--- config.mk ---
export PLATFORM = sky130hd
export DESIGN_NAME = pr8_reg_alu_flat
export DESIGN_NICKNAME = d
export VERILOG_FILES = /design/src/rtl/pr8_reg_alu_if.sv /design/src/rtl/pr8_reg_alu.sv /design/src/flat_wrapper.sv
export SDC_FILE = /design/constraint.sdc
export NUM_CORES = 1
export LEC_CHECK = 0
export ABC_AREA = 1
export CORE_MARGIN = 2
export CORE_UTILIZATION = 55
export CTS_CLUSTER_DIAMETER = 100
export DETAILED_ROUTE_END_ITERATION = 10
export PLACE_DENSITY = 0.72
export SYNTH_ARGS = -nofsm -noshare
export SYNTH_HDL_FRONTEND = slang
export SYNTH_SLANG_ARGS = --single-unit
--- constraint.sdc ---
create_clock -name clk -period 3.1 [get_ports clk]
set_input_delay 0.31 -clock clk [delete_from_list [all_inputs] [get_ports clk]]
set_output_delay 0.31 -clock clk [all_outputs]
set_load 0.01 [all_outputs]
--- src/rtl/pr8_reg_alu_if.sv ---
// Bus between the lab processor control and the register-file/ALU execute stage.
// The master drives the instruction fields; the slave returns read data and flags.
interface pr8_reg_alu_if #(
   parameter int COMAND_WIDTH = 4,
   parameter int DATA_WIDTH   = 4,
   parameter int ADDR_WIDTH   = 4
);
   logic [COMAND_WIDTH-1:0] instr;
   logic [ADDR_WIDTH-1:0]   addr_a;
   logic [ADDR_WIDTH-1:0]   addr_b;
   logic                    wr_re;
   logic [DATA_WIDTH-1:0]   data_a;
   logic [DATA_WIDTH-1:0]   data_b;
   logic [DATA_WIDTH-1:0]   result;
   logic                    carry;
   logic                    zero;

   modport master (
      output instr, addr_a, addr_b, wr_re,
      input  data_a, data_b, result, carry, zero
   );

   modport slave (
      input  instr, addr_a, addr_b, wr_re,
      output data_a, data_b, result, carry, zero
   );
endinterface

--- src/rtl/pr8_reg_alu.sv ---
// Register file with a 16-operation ALU; each edge in write mode executes one
// instruction on RF[addr_a]/RF[addr_b] and writes back to RF[addr_a].
module pr8_reg_alu #(
   parameter int COMAND_WIDTH = 4,
   parameter int DATA_WIDTH   = 4,
   parameter int ADDR_WIDTH   = 4
) (
   input logic          clk,
   input logic          clr,
   pr8_reg_alu_if.slave bus
);
   localparam int DEPTH = 1 << ADDR_WIDTH;
   localparam int IMM_W = (ADDR_WIDTH > DATA_WIDTH) ? ADDR_WIDTH : DATA_WIDTH;

   typedef enum logic [3:0] {
      OP_LDI = 4'd0,  OP_MOV = 4'd1,  OP_ADD = 4'd2,  OP_SUB = 4'd3,
      OP_AND = 4'd4,  OP_OR  = 4'd5,  OP_XOR = 4'd6,  OP_NOT = 4'd7,
      OP_INC = 4'd8,  OP_DEC = 4'd9,  OP_SHL = 4'd10, OP_SHR = 4'd11,
      OP_ROL = 4'd12, OP_ROR = 4'd13, OP_CLR = 4'd14, OP_NOP = 4'd15
   } op_e;

   logic [DATA_WIDTH-1:0] rf [DEPTH];
   op_e                   op;
   logic [DATA_WIDTH-1:0] op_a;
   logic [DATA_WIDTH-1:0] op_b;
   logic [IMM_W-1:0]      imm;
   logic [DATA_WIDTH-1:0] alu_r;
   logic [DATA_WIDTH:0]   wide;
   logic                  alu_c;
   logic                  alu_wr;

   assign op          = op_e'(bus.instr[3:0]);
   assign op_a        = rf[bus.addr_a];
   assign op_b        = rf[bus.addr_b];
   assign imm         = IMM_W'(bus.addr_b);
   assign bus.data_a  = op_a;
   assign bus.data_b  = op_b;

   // ALU: carry defaults to its held value so only arithmetic/shift ops touch it
   always_comb begin
      alu_r  = '0;
      alu_c  = bus.carry;
      alu_wr = 1'b1;
      wide   = '0;
      case (op)
         OP_LDI: alu_r = imm[DATA_WIDTH-1:0];
         OP_MOV: alu_r = op_b;
         OP_ADD: begin
            wide  = {1'b0, op_a} + {1'b0, op_b};
            alu_r = wide[DATA_WIDTH-1:0];
            alu_c = wide[DATA_WIDTH];
         end
         OP_SUB: begin
            wide  = {1'b0, op_a} - {1'b0, op_b};
            alu_r = wide[DATA_WIDTH-1:0];
            alu_c = wide[DATA_WIDTH];
         end
         OP_AND: alu_r = op_a & op_b;
         OP_OR:  alu_r = op_a | op_b;
         OP_XOR: alu_r = op_a ^ op_b;
         OP_NOT: alu_r = ~op_b;
         OP_INC: begin
            wide  = {1'b0, op_a} + {{DATA_WIDTH{1'b0}}, 1'b1};
            alu_r = wide[DATA_WIDTH-1:0];
            alu_c = wide[DATA_WIDTH];
         end
         OP_DEC: begin
            wide  = {1'b0, op_a} - {{DATA_WIDTH{1'b0}}, 1'b1};
            alu_r = wide[DATA_WIDTH-1:0];
            alu_c = wide[DATA_WIDTH];
         end
         OP_SHL: begin
            alu_r = {op_a[DATA_WIDTH-2:0], 1'b0};
            alu_c = op_a[DATA_WIDTH-1];
         end
         OP_SHR: begin
            alu_r = {1'b0, op_a[DATA_WIDTH-1:1]};
            alu_c = op_a[0];
         end
         OP_ROL: begin
            alu_r = {op_a[DATA_WIDTH-2:0], op_a[DATA_WIDTH-1]};
            alu_c = op_a[DATA_WIDTH-1];
         end
         OP_ROR: begin
            alu_r = {op_a[0], op_a[DATA_WIDTH-1:1]};
            alu_c = op_a[0];
         end
         OP_CLR: alu_r = '0;
         OP_NOP: alu_wr = 1'b0;
      endcase
   end

   // Read mode only mirrors RF[addr_a] into result; the RF itself stays frozen
   always_ff @(posedge clk or negedge clr) begin
      if (!clr) begin
         for (int i = 0; i < DEPTH; i++) rf[i] <= '0;
         bus.result <= '0;
         bus.carry  <= 1'b0;
         bus.zero   <= 1'b0;
      end else if (bus.wr_re) begin
         bus.result <= op_a;
         bus.zero   <= (op_a == '0);
      end else if (alu_wr) begin
         rf[bus.addr_a] <= alu_r;
         bus.result     <= alu_r;
         bus.carry      <= alu_c;
         bus.zero       <= (alu_r == '0);
      end
   end
endmodule

--- src/flat_wrapper.sv ---
// flat-port wrapper written by rule: the top's interface ports become plain ports
module pr8_reg_alu_flat 
#(
   parameter int COMAND_WIDTH = 4,
   parameter int DATA_WIDTH   = 4,
   parameter int ADDR_WIDTH   = 4
)
  (clk, clr, bus_instr, bus_addr_a, bus_addr_b, bus_wr_re, bus_data_a, bus_data_b, bus_result, bus_carry, bus_zero);
  pr8_reg_alu_if #(.COMAND_WIDTH(COMAND_WIDTH), .DATA_WIDTH(DATA_WIDTH), .ADDR_WIDTH(ADDR_WIDTH)) bus_i ();
  input logic clk;
  input logic clr;
  input wire logic [$bits(bus_i.instr)-1:0] bus_instr;
  input wire logic [$bits(bus_i.addr_a)-1:0] bus_addr_a;
  input wire logic [$bits(bus_i.addr_b)-1:0] bus_addr_b;
  input wire logic [$bits(bus_i.wr_re)-1:0] bus_wr_re;
  output wire logic [$bits(bus_i.data_a)-1:0] bus_data_a;
  output wire logic [$bits(bus_i.data_b)-1:0] bus_data_b;
  output wire logic [$bits(bus_i.result)-1:0] bus_result;
  output wire logic [$bits(bus_i.carry)-1:0] bus_carry;
  output wire logic [$bits(bus_i.zero)-1:0] bus_zero;
  assign bus_i.instr = bus_instr;
  assign bus_i.addr_a = bus_addr_a;
  assign bus_i.addr_b = bus_addr_b;
  assign bus_i.wr_re = bus_wr_re;
  assign bus_data_a = bus_i.data_a;
  assign bus_data_b = bus_i.data_b;
  assign bus_result = bus_i.result;
  assign bus_carry = bus_i.carry;
  assign bus_zero = bus_i.zero;
  pr8_reg_alu #(.COMAND_WIDTH(COMAND_WIDTH), .DATA_WIDTH(DATA_WIDTH), .ADDR_WIDTH(ADDR_WIDTH)) u_core (.clk(clk), .clr(clr), .bus(bus_i));
endmodule
==> results.sh <==
export IMPL_outcome="completed"
export IMPL_min_path_type="input pin to async pin"
export IMPL_final_hold_worst_slack_ns=0.174
export IMPL_netlist_top_cells_count="nand2_1 (265), inv_1 (79), nor2_1 (78)"
export IMPL_worstSetupStartpointType="register"
export IMPL_drt_first_iter_violations=475
export IMPL_antenna_violating_nets_post_route=0
export IMPL_seq_area_frac_synth_pct=34.6
export IMPL_timing_critical_path_arrival_ns=3.19
export IMPL_drv_cap=0
export IMPL_synth_top_cell_area_share_pct=34.6
export IMPL_grt_met2_usage_pct=55.6
export IMPL_fin_nets=897
export IMPL_required_time_of_the_critical_path_ns=3.33
export IMPL_synth_simple_area_share_pct=33.6
export IMPL_cpPeakStageDelay_ns=0.52
export IMPL_cell_types_occupying_the_most_area_after_synthesis="dfrtp_1 (35%), nand2_1 (20%), o21ai_0 (6.6%)"
export IMPL_total_routing_resource_utilization_after_global_routing_pct=35.8
export IMPL_top_level_ports=29
export IMPL_timing_clock_skew_ns=0.0169
export IMPL_finalSetupViolations=0
export IMPL_post_synth_num_cell_types=34
export IMPL_initial_utilization_pct=55.9
export IMPL_port_buffer_count=28
export IMPL_routabilityCongestion=0.978
export IMPL_post_cts_hold_buffer_count=0
export IMPL_post_dp_hpwl_um=12600
export IMPL_die_h_um=100
export IMPL_die_width_um=100
export IMPL_postSynth_topFlopCell="dfrtp_1"
export IMPL_timing_critical_path_fanout_max=18
export IMPL_die_area_um2=10000
export IMPL_post_synth_fa_ha_maj_area_fraction_pct=4.25
export IMPL_routed_wire_length_per_instance_um=17.6
export IMPL_worst_skew_pair_late_latency_ns=0.35
export IMPL_largest_net_degree_at_the_start_of_global_routing=71
export IMPL_vias_per_cell=5.67
export IMPL_critical_path_reg2reg_startpoint="u_core.rf[5]"
export IMPL_placeableCoreArea_um2=9060
export IMPL_drt_wl_total_um=17200
export IMPL_gr_max_usage_layer="met2"
export IMPL_cts_inserted_buffers=9
export IMPL_synth_edf_count=0
export IMPL_worstSetupEndpointType="register"
export IMPL_firstDrtPassIters=6
export IMPL_grt_antenna_before_repair=0
export IMPL_post_synth_xor_area_fraction_pct=0.173
export IMPL_regToRegSetupSlack_ns=0.15
export IMPL_timing_fmax_ghz=0.339
export IMPL_number_of_warnings_reported_in_the_yosys_synthesis_log=0
export IMPL_vdd_ir_drop_max_v=0.000413
export IMPL_grt_util_met3_pct=7.73
export IMPL_timing_reg2reg_worst_path_depth=17
export IMPL_cts_htree_levels=3
export IMPL_finalCritPeriodShare_pct=95.3
export IMPL_antennaDiodeCount=0
export IMPL_syn_cell_area_um2=5070
export IMPL_power_density_cell_area_nw_per_um2=579
export IMPL_synth_avg_cell_area_um2=6.61
export IMPL_cts_max_path_buffers=2
export IMPL_via_count_of_the_first_global_routing_pass=5531
export IMPL_timing_max_slew_rel_slack_pct=39.8
export IMPL_timing_worst_slew_pin_value_ns=0.903
export IMPL_register_area_um2=1750
export IMPL_overflow=0
export IMPL_post_route_cells_drive_above_1_share_pct=17.7
export IMPL_path_cells="inv_1 > a21oi_1 > o21ai_1 > buf_4 > nand3_1 > nand3_2 > nand2_4 > buf_4 > fa_1 > inv_1 > nand2_1 > nand3_1 > nand3b_1 > a21oi_2 > nand3_2 > buf_12 > mux2_2"
export IMPL_met1_usage_pct=47.7
export IMPL_cell_rows=35
export IMPL_synth_most_common_cell="nand2_1"
export IMPL_clock_tree_root_driver_cell="clkbuf_8"
export IMPL_final_max_slew_viol_count=0
export IMPL_ys_seq_elements=70
export IMPL_drc=0
export IMPL_areaGrowthSynthToFinish_pct=25.0
export IMPL_synth_compound_area_share_pct=15.2
export IMPL_critical_path_reg2reg_endpoint="u_core.rf[45]"
export IMPL_synth_area_leader_cell="dfrtp_1"
export IMPL_cts_tree="built"
export IMPL_synth_top_family_by_area="simple AND/OR/NAND/NOR gates"
export IMPL_static_leakage_power_nw=3.19
export IMPL_cts_sink_count=70
export IMPL_path_clk_slew_ns=0.08
export IMPL_syn_inst=767
export IMPL_synth_mux_area_share_pct=2.00
export IMPL_worst_path_max_delay_cell="fa_1"
export IMPL_synth_net_count=798
export IMPL_hold_violations=0
export IMPL_synth_async_reset_ratio_pct=100
export IMPL_routed_via_count=5556
export IMPL_timing_worst_setup_path_type="register to register"
export IMPL_setup_total_negative_slack_ns=0
export IMPL_first_pass_grt_wire_length_um=27500
export IMPL_multi_input_area_um2=2890
export IMPL_final_period_minus_worst_setup_slack_ns=2.95
export IMPL_layout_filler_cells=806
layer usage:
metal  up-vias  part of all wire, %
li1       2656                    -
met1      2580                   42
met2       262                   45
met3        58                  8.1
met4         0                  4.2
met5         -                    0
repair_timing:
item	in CTS	in global routing
cloned	1	0
pin swaps	6	8
gates resized for setup	25	19
setup buffers	1	5
endpoints found under the setup margin	44	55
report_power, final:
group          switching [mW]  leakage, nW  total, mW  internal [mW]
combinational           0.909         2.26       1.58          0.672
clock                   0.360       0.0907      0.719          0.359
sequential              0.184        0.840       1.37           1.19
total                    1.45         3.19       3.67           2.22
critical path: cells and delay by family (launching register included):
family / cells / cell delay [ns]
DFF: 1 / 0.38
adders and majority gates: 1 / 0.52
buffers and inverters: 5 / 0.58
AOI/OAI and AO/OA: 3 / 0.32
muxes: 1 / 0.27
and+or+nand+nor: 7 / 0.77
placed cells by master (no fill, tap or decap), types with 2 or more instances in the layout:
cell type	n
o22ai_1	2
nand2_2	6
o211ai_1	18
dfrtp_1	70
inv_4	2
dlygate4sd2_1	2
nand4_1	3
nand3_1	44
clkdlybuf4s50_1	21
nand2_1	262
a31oi_1	3
o21ai_1	19
a21oi_1	31
o21ai_0	64
buf_12	6
nor2_2	6
clkinv_2	3
nand2_4	3
dlymetal6s2s_1	2
ha_4	3
a22oi_1	2
nor2_1	75
inv_1	77
nor2_4	2
inv_2	6
clkbuf_2	2
nor3_1	3
buf_6	4
mux2_2	9
ha_1	11
buf_4	77
nand3b_1	2
nand3_2	8
clkbuf_8	9
worst max-delay path by stage:
| stage | startpoint | endpoint | slack (ns) |
|---|---|---|---|
| floorplan | bus_addr_b[1] | u_core.rf[35] | 0.06 |
| global placement | bus_addr_b[0] | u_core.rf[42] | -0.62 |
| detailed placement | bus_addr_b[0] | u_core.rf[58] | -0.63 |
| CTS | bus_addr_a[0] | u_core.rf[26] | 0.06 |
| global route | bus_addr_b[2] | u_core.rf[15] | -0.02 |
| finish | u_core.rf[5] | u_core.rf[45] | 0.15 |
through the flow:
stage	utilization, %	setup WS, ns	instance area, um2	total power, mW	cells
after floorplan	-	0.0559	5070	2.24	767
after global placement	65.8	-0.617	5960	2.80	959
after detailed placement	65.8	-0.630	5960	2.84	959
after CTS	69.0	0.0587	6250	3.58	975
after global routing	69.9	-0.0227	6330	3.90	980
final	69.9	0.146	6330	3.67	980
cell families after synthesis:
family,after synthesis
DFF,70
muxes,9
xor gates and xnor gates,1
buffers and inverters,115
and+or+nand+nor,415
adders and majority gates,16
AOI/OAI and AO/OA,141
state kept, by name, summed over array words and instances (netlist names):
signal and flops:
u_core.bus.result 4, u_core.rf 64, u_core.bus.carry 1, u_core.bus.zero 1
area by class of cell:
type	count	area share, %
inverter	87	5.32
tap	111	2.19
sequential	70	27.7
timing repair buffer	116	16.5
multi-input combinational	582	45.6
clock buffer	9	1.96
clock inverter	5	0.830
No activity file was read; power rests on OpenSTA's default activity.
